==> config.mk <==
export PLATFORM = sky130hd
export DESIGN_NAME = rr_grant_arbiter_4
export DESIGN_NICKNAME = d
export VERILOG_FILES = /design/src/rtl/arb_pkg.sv /design/src/rtl/rr_pick_4.sv /design/src/rtl/rr_grant_arbiter_4.sv
export SDC_FILE = /design/constraint.sdc
export NUM_CORES = 1
export LEC_CHECK = 0
export CAP_MARGIN = 15
export CORE_ASPECT_RATIO = 0.6
export CORE_MARGIN = 8
export CORE_UTILIZATION = 45
export DETAILED_ROUTE_END_ITERATION = 7
export GPL_TIMING_DRIVEN = 0
export MAX_ROUTING_LAYER = met4
export PLACE_DENSITY = 0.67
export SLEW_MARGIN = 5
export SYNTH_ARGS = -nofsm -noshare
export SYNTH_HDL_FRONTEND = slang
export SYNTH_SLANG_ARGS = --single-unit
==> constraint.sdc <==
create_clock -name clk -period 3.4 [get_ports clk]
set_clock_uncertainty 0.2 [all_clocks]
set_input_delay 0.51 -clock clk [delete_from_list [all_inputs] [get_ports clk]]
set_output_delay 0.51 -clock clk [all_outputs]
set_load 0.05 [all_outputs]
==> src/rtl/arb_pkg.sv <==
// +--------------------------------------------------------------------+
// | arb_pkg: shared types and helpers for the round-robin grant arbiter |
// | rev 1.0                                                            |
// +--------------------------------------------------------------------+
`default_nettype none

package arb_pkg;

  localparam int N_REQ = 4;
  localparam int IDX_W = 2;

  typedef enum logic [0:0] {
    IDLE  = 1'b0,
    GRANT = 1'b1
  } state_t;

  // Rotate right by sh, wrapping bit 0 around to the top.
  function automatic logic [N_REQ-1:0] rotate_right(input logic [N_REQ-1:0] v,
                                                    input logic [IDX_W-1:0] sh);
    logic [2*N_REQ-1:0] w_dbl;
    w_dbl = {v, v} >> sh;
    return w_dbl[N_REQ-1:0];
  endfunction

endpackage : arb_pkg

`default_nettype wire

==> src/rtl/rr_pick_4.sv <==
// +--------------------------------------------------------------------+
// | rr_pick_4: rotate, priority-encode, un-rotate for 4 requesters     |
// | rev 1.0                                                            |
// +--------------------------------------------------------------------+
`default_nettype none

module rr_pick_4
  import arb_pkg::*;
(
  input  logic [N_REQ-1:0] req,
  input  logic [IDX_W-1:0] ptr,
  output logic [IDX_W-1:0] winner,
  output logic             any
);

  logic [N_REQ-1:0] w_rot;
  logic [IDX_W-1:0] w_pick;

  assign w_rot = rotate_right(req, ptr);

  // 4-input priority encoder: lowest set bit wins.
  always_comb begin
    w_pick = 2'd0;
    casez (w_rot)
      4'b???1: w_pick = 2'd0;
      4'b??10: w_pick = 2'd1;
      4'b?100: w_pick = 2'd2;
      4'b1000: w_pick = 2'd3;
      default: w_pick = 2'd0;
    endcase
  end

  // 2-bit add wraps 3->0, undoing the rotation.
  assign winner = w_pick + ptr;
  assign any    = |req;

endmodule : rr_pick_4

`default_nettype wire

==> src/rtl/rr_grant_arbiter_4.sv <==
// +--------------------------------------------------------------------+
// | rr_grant_arbiter_4: registered 4-way round-robin arbiter with      |
// | held grant, release and hold-timeout | rev 1.0                    |
// +--------------------------------------------------------------------+
`default_nettype none

module rr_grant_arbiter_4
  import arb_pkg::*;
#(
  parameter int N_REQ   = 4,
  parameter int IDX_W   = 2,
  parameter int TIMEOUT = 15,
  parameter int CNT_W   = 8
) (
  input  logic             clk,
  input  logic             rst,
  input  logic [N_REQ-1:0] req_i,
  input  logic             release_i,
  output logic             grant_valid_o,
  output logic [IDX_W-1:0] grant_idx_o,
  output logic [N_REQ-1:0] grant_onehot_o,
  output logic             timeout_o
);

  generate
    if (N_REQ != 4) begin : g_bad_n_req
      $error("rr_grant_arbiter_4: N_REQ must be 4");
    end
    if (IDX_W != 2) begin : g_bad_idx_w
      $error("rr_grant_arbiter_4: IDX_W must be 2");
    end
    if (TIMEOUT < 1 || TIMEOUT > 255 || TIMEOUT >= (1 << CNT_W)) begin : g_bad_timeout
      $error("rr_grant_arbiter_4: TIMEOUT out of range for CNT_W");
    end
  endgenerate

  localparam logic [CNT_W-1:0] c_timeout = CNT_W'(TIMEOUT);
  localparam logic [CNT_W-1:0] c_one     = CNT_W'(1);

  state_t           r_state;
  logic [IDX_W-1:0] r_ptr;
  logic [CNT_W-1:0] r_hold_cnt;

  logic [IDX_W-1:0] w_winner;
  logic             w_any;
  logic             w_owner_drop;
  logic             w_expired;

  rr_pick_4 u_pick (
    .req    (req_i),
    .ptr    (r_ptr),
    .winner (w_winner),
    .any    (w_any)
  );

  assign w_owner_drop = ~req_i[grant_idx_o];
  assign w_expired    = (r_hold_cnt == c_timeout);

  always_ff @(posedge clk) begin
    if (rst) begin
      r_state        <= IDLE;
      r_ptr          <= '0;
      r_hold_cnt     <= '0;
      grant_valid_o  <= 1'b0;
      grant_idx_o    <= '0;
      grant_onehot_o <= '0;
      timeout_o      <= 1'b0;
    end else begin
      timeout_o <= 1'b0;
      case (r_state)
        IDLE: begin
          if (w_any) begin
            r_state        <= GRANT;
            grant_valid_o  <= 1'b1;
            grant_idx_o    <= w_winner;
            grant_onehot_o <= N_REQ'(1) << w_winner;
            r_hold_cnt     <= c_one;
            r_ptr          <= w_winner + 1'b1;
          end
        end
        GRANT: begin
          if (release_i || w_owner_drop || w_expired) begin
            r_state        <= IDLE;
            grant_valid_o  <= 1'b0;
            grant_idx_o    <= '0;
            grant_onehot_o <= '0;
            r_hold_cnt     <= '0;
            // A voluntary exit on the same cycle masks the timeout pulse.
            timeout_o      <= w_expired && !release_i && !w_owner_drop;
          end else begin
            r_hold_cnt <= r_hold_cnt + c_one;
          end
        end
        default: begin
          r_state        <= IDLE;
          grant_valid_o  <= 1'b0;
          grant_idx_o    <= '0;
          grant_onehot_o <= '0;
          r_hold_cnt     <= '0;
        end
      endcase
    end
  end

endmodule : rr_grant_arbiter_4

`default_nettype wire

==> results.json, run 1 <==
{
  "ir_drop_uv": 200,
  "n_antenna_cell": 0,
  "fin_area_um2": 1390,
  "finalCritPeriodShare": 0.876,
  "syn-num-nets": 142,
  "relSlewSlack": 0.460,
  "rsz0062_at_grt": "false",
  "hp-class": "flip-flop to flip-flop",
  "cts-htree-levels": 1,
  "yosysMostFrequentCell": "dfxtp_1",
  "syn_to_final_growth_pct": 15.4,
  "cts_tree": "yes",
  "worst_pin_slew_ps": 804,
  "final_nets": 157,
  "rows": 14,
  "io_pins": 15,
  "fillers": 249,
  "hpwl_um": 1870,
  "slowest_delay_ps": 660,
  "antenna_found_initial": 0,
  "syn_area_um2": 1200,
  "max_freq_mhz": 336,
  "fin_crit_ps": 2980,
  "worstSetupEndpointType": "flip-flop",
  "synth_top_family_by_area": "simple AND/OR/NAND/NOR gates",
  "drtAntennaViolNets": 0,
  "setup_viol": 0,
  "critPathMaxFanout": 8,
  "hold_viol": 0,
  "grt_max_degree": 11,
  "cts_setup_buffers": 0,
  "worst-path-buf-inv": 1,
  "synth_top_cell_area_share": 0.316,
  "ys_seq_elements": 19,
  "wl_um": 2500,
  "synth_compound_area_frac": 0.233,
  "reg2regPathDepth": 9,
  "clk_latency_ps": 260,
  "die_h_um": 56.1,
  "cts.sinks": 19,
  "yosys.area_share.simple": 0.264,
  "critical_path_class": "input pin to flip-flop",
  "vias": 985,
  "synth_top_flop_cell": "dfxtp_1",
  "synth_xor_area_frac": 0.0364,
  "crit_slowest_cell": "clkdlybuf4s50_1",
  "avgRoutedWirePerCell_um": 14.3,
  "gr-total-overflow": 0,
  "synth.largest_area_cell": "dfxtp_1",
  "outcome": "finished clean",
  "power.density_nw_per_um2": 557,
  "finalWeightedCongestion": 0.780,
  "yosys-mux-area-fraction": 0.0208,
  "initial_core_util": 0.477,
  "synthAdderAreaFrac": 0.0624,
  "synth-edff-count": 0,
  "drc": 0,
  "track_usage": 0.120,
  "clk_pin_slew_ps": 70,
  "whs_path_depth": 1,
  "crit_cells": 10,
  "drv_cap": 0,
  "routed_via_density": 5.63,
  "drive_above_1_share": 0.140,
  "worst-endpoint-arrival_ps": 2910,
  "grt_pass1_vias": 945,
  "dpl-instance-area_um2": 1340,
  "drtPass1Iterations": 4,
  "synth.area.top_cells": "dfxtp_1, ha_1, nor2_1",
  "die_area_um2": 4640,
  "ys_top_cells_by_count": "dfxtp_1, nor2_1, nand2_1, a21oi_1, ha_1",
  "clockBufferDepth": 2,
  "crit_family": "buffers and inverters",
  "synth.avg_cell_area_um2": 9.33,
  "netlist_instances": 129,
  "grt_pass1_wl_um": 4370,
  "fp.coreArea_um2": 2520,
  "yosysWarningCount": 0,
  "ys_seq_area_frac": 0.316,
  "die_w_um": 82.8,
  "cp.required_ps": 3330,
  "synthArstFlopShare": 0,
  "numCtsBuffers": 3,
  "numPortBuffers": 10,
  "drt-initial-drc-count": 75,
  "crit_chain": "clkdlybuf4s50_1 > nor2_1 > or4_1 > o2111ai_1 > ha_1 > xor2_1 > xor2_1 > ha_1 > nand2_1 > a21oi_1",
  "drv_slew": 0,
  "post_cts_resize_count": 0,
  "p_leak_nw": 0.560,
  "finalSetupTns_ps": 0,
  "start_kind": "input pin",
  "cts_hold_buffers": 0,
  "synth_cell_types": 48,
  "cts_root_buffer": "clkbuf_8"
}
-- sequential cells by signal, summed over array words and instances (netlist names) --
signal          count
grant_valid_o       1
r_ptr               2
r_state             1
r_hold_cnt          8
timeout_o           1
grant_onehot_o      4
grant_idx_o         2
-- worst paths after layout --
kind,start,end,slack (ps)
max,req_i[3],r_ptr[1],420
min,grant_valid_o,grant_valid_o,260
max reg2reg,r_ptr[0],r_ptr[1],830
min reg2reg,grant_valid_o,grant_valid_o,260
-- cell usage in the layout, fill, tap and decap left out, types with 3 or more instances in the layout --
cell	n
dfxtp_1	19
nor2_1	14
nand2_1	11
clkdlybuf4s50_1	10
a21oi_1	7
ha_1	6
a22o_1	5
inv_1	4
buf_6	3
o21ai_0	3
o2111ai_1	3
xor2_1	3
nand2b_1	3
and3_1	3
clkbuf_8	3
-- layout make-up --
type                    count  area [um2]  share of cell area
clock buffers               4        45.0              0.0324
well taps                  32        40.0              0.0288
repair buffers             10         100              0.0721
multi-input cells          99         742               0.534
flip-flops and latches     19         380               0.274
inverters                   4        15.0              0.0108
plain buffers               7        66.3              0.0477
-- worst register-to-register path, delay by kind of cell (launching register included) --
family	cells	cell delay [ps]
and+or+nand+nor	2	580
xor gates and xnor gates	2	570
adders and majority gates	2	460
DFF	1	310
buffers and inverters	1	160
AOI/OAI and AO/OA	2	150
-- through the flow --
stage | power [mW] | util | instances | setup slack [ps] | hold slack (ps)
finish | 0.774 | 0.551 | 175 | 422 | 262
global route | 0.828 | 0.551 | 175 | 253 | 290
CTS | 0.781 | 0.551 | 175 | 408 | 275
detailed placement | 0.624 | 0.533 | 171 | 128 | 258
global placement | 0.616 | 0.533 | 171 | 184 | 237
floorplan | 0.532 | - | 129 | 830 | 244
-- cell families (layout without fill, tap and decap cells) --
family / Yosys count / after routing
and+or+nand+nor: 52 / 52
AOI/OAI and AO/OA: 34 / 34
DFF: 19 / 19
buffers and inverters: 11 / 25
adders and majority gates: 6 / 6
xor gates and xnor gates: 5 / 5
muxes: 2 / 2
-- power breakdown --
| group | leakage (nW) | internal [mW] | switching [mW] |
|---|---|---|---|
| sequential | 0.155 | 0.255 | 0.0308 |
| clock | 0.0228 | 0.0834 | 0.0762 |
| combinational | 0.382 | 0.130 | 0.199 |
-- metal layers --
| layer | global-route usage | routed length [um] | part of all wire |
|---|---|---|---|
| met5 | - | 0 | 0 |
| met3 | 0.0387 | 167 | 0.067 |
| met4 | 0.0147 | 8 | 0.0032 |
| met1 | 0.163 | 1320 | 0.53 |
| met2 | 0.173 | 1000 | 0.40 |
(Power assumes the default switching activity.)
==> inputs of run 2 (changes only) <==
CORE_UTILIZATION = 54   (was 45)
GPL_ROUTABILITY_DRIVEN = 1   (was unset)
PLACE_DENSITY = 0.78   (was 0.67)
==> results.json, run 2 (synthesis gave the netlist of run 1 again) <==
{
  "layout_common_cells": "dfxtp_1, nor2_1, nand2_1",
  "register_area_um2": 380,
  "finish.utilization": 0.651,
  "reg2regPathDepth": 9,
  "drv_cap": 0,
  "ir_drop_uv": 241,
  "hold_viol": 0,
  "outcome": "finished clean",
  "fin_area_um2": 1390,
  "cts-htree-levels": 1,
  "total_power_uw": 774,
  "relSlewSlack": 0.507,
  "p_leak_nw": 0.560,
  "hp-class": "flip-flop to flip-flop",
  "finalWeightedCongestion": 0.790,
  "post_cts_resize_count": 0,
  "worst-path-buf-inv": 1,
  "avgRoutedWirePerCell_um": 14.4,
  "cp.required_ps": 3320,
  "numCtsBuffers": 3,
  "crit_slowest_cell": "clkdlybuf4s50_1",
  "gr-total-overflow": 0,
  "fin_crit_ps": 3060,
  "top_register": "r_hold_cnt",
  "layout_commonest_cell": "dfxtp_1",
  "drc": 0,
  "numPortBuffers": 10,
  "cts.sinks": 19,
  "stdcell_count": 173,
  "drtPass1Iterations": 4,
  "r2r_start": "r_ptr[0]",
  "min_to": "grant_valid_o",
  "rsz0062_at_grt": "false",
  "drive_above_1_share": 0.140,
  "cts_tree": "yes",
  "syn_to_final_growth_pct": 15.2,
  "io_pins": 15,
  "die_area_um2": 4050,
  "largest_reg_flops": 8,
  "vias": 987,
  "fillers": 179,
  "slowest_delay_ps": 690,
  "clk_pin_slew_ps": 70,
  "reg2reg_to": "r_ptr[1]",
  "setup_viol": 0,
  "routed_via_density": 5.71,
  "track_usage": 0.134,
  "wl_um": 2490,
  "max_freq_mhz": 327,
  "drtAntennaViolNets": 0,
  "fp.coreArea_um2": 2130,
  "grt_max_degree": 11,
  "worst_pin_slew_ps": 734,
  "largestRegisters": "r_hold_cnt: 8 flops, grant_onehot_o: 4 flops",
  "drv_slew": 0,
  "final_nets": 157,
  "clockBufferDepth": 2,
  "worst-endpoint-arrival_ps": 2980,
  "whs_path_depth": 1,
  "finalCritPeriodShare": 0.899,
  "power.density_nw_per_um2": 558,
  "antenna_found_initial": 0,
  "die_w_um": 77.0,
  "clk_latency_ps": 250,
  "cts_root_buffer": "clkbuf_8",
  "multiInputGateArea_um2": 742,
  "dpl-instance-area_um2": 1340,
  "critical_path_class": "input pin to flip-flop",
  "finalSetupTns_ps": 0,
  "n_antenna_cell": 0,
  "hold_ws_ps": 270,
  "crit_family": "buffers and inverters",
  "worstSetupEndpointType": "flip-flop",
  "dp_cells": 169,
  "die_h_um": 52.6,
  "place_ws_ps": 114,
  "initial_core_util": 0.565,
  "crit_cells": 10,
  "critPathMaxFanout": 8,
  "hold_start": "grant_valid_o",
  "crit_chain": "clkdlybuf4s50_1 > nor2_1 > or4_1 > o2111ai_1 > ha_1 > xor2_1 > xor2_1 > ha_1 > nand2_1 > a21oi_1",
  "cts_setup_buffers": 0,
  "hpwl_um": 1930,
  "grt_pass1_vias": 960,
  "drt-initial-drc-count": 48,
  "start_kind": "input pin",
  "grt_pass1_wl_um": 4260,
  "setup_ws_ps": 342,
  "reg2reg_slack_ps": 770,
  "rows": 13,
  "cts_hold_buffers": 0
}
[run 2: cell counts in the layout (fill, tap and decap cells not counted)]
No cell type changed its count.
[run 2: power breakdown]
part	internal, mW	total, mW	leakage [nW]	switching [mW]
registers	0.255	0.286	0.155	0.0306
logic	0.130	0.333	0.382	0.203
clock network	0.0832	0.155	0.0228	0.0716
total	0.468	0.774	0.560	0.306
[run 2: worst max path at each step]
stage                        start  slack [ps]  endpoint
after detailed placement  req_i[3]         110  r_ptr[1]
after global placement    req_i[3]         190  r_ptr[1]
after global routing      req_i[3]         180  r_ptr[1]
after floorplan           req_i[0]         830  r_ptr[1]
after CTS                 req_i[3]         370  r_ptr[1]
final                     req_i[3]         340  r_ptr[1]
[run 2: worst register-to-register path: stages (launching register included)]
cell and delay, ps:
dfxtp_1 320, buf_2 180, or4_1 530, o2111ai_1 100, ha_1 190, xor2_1 350
xor2_1 250, ha_1 270, nand2_1 60, a21oi_1 60
[run 2: area by class of cell]
cell class	count	share of cell area
sequential	19	0.274
timing repair buffer	10	0.0722
inverter	4	0.0108
tap	30	0.0271
multi-input combinational	99	0.535
clock buffer	4	0.0325
buffer	7	0.0478
[run 2: per-layer routing]
metal  wire [um]  share of wire  global-route usage
met3         138          0.055              0.0497
met2        1080           0.43               0.217
met5           0              0                   -
met4          13         0.0052              0.0285
met1        1260           0.50               0.156
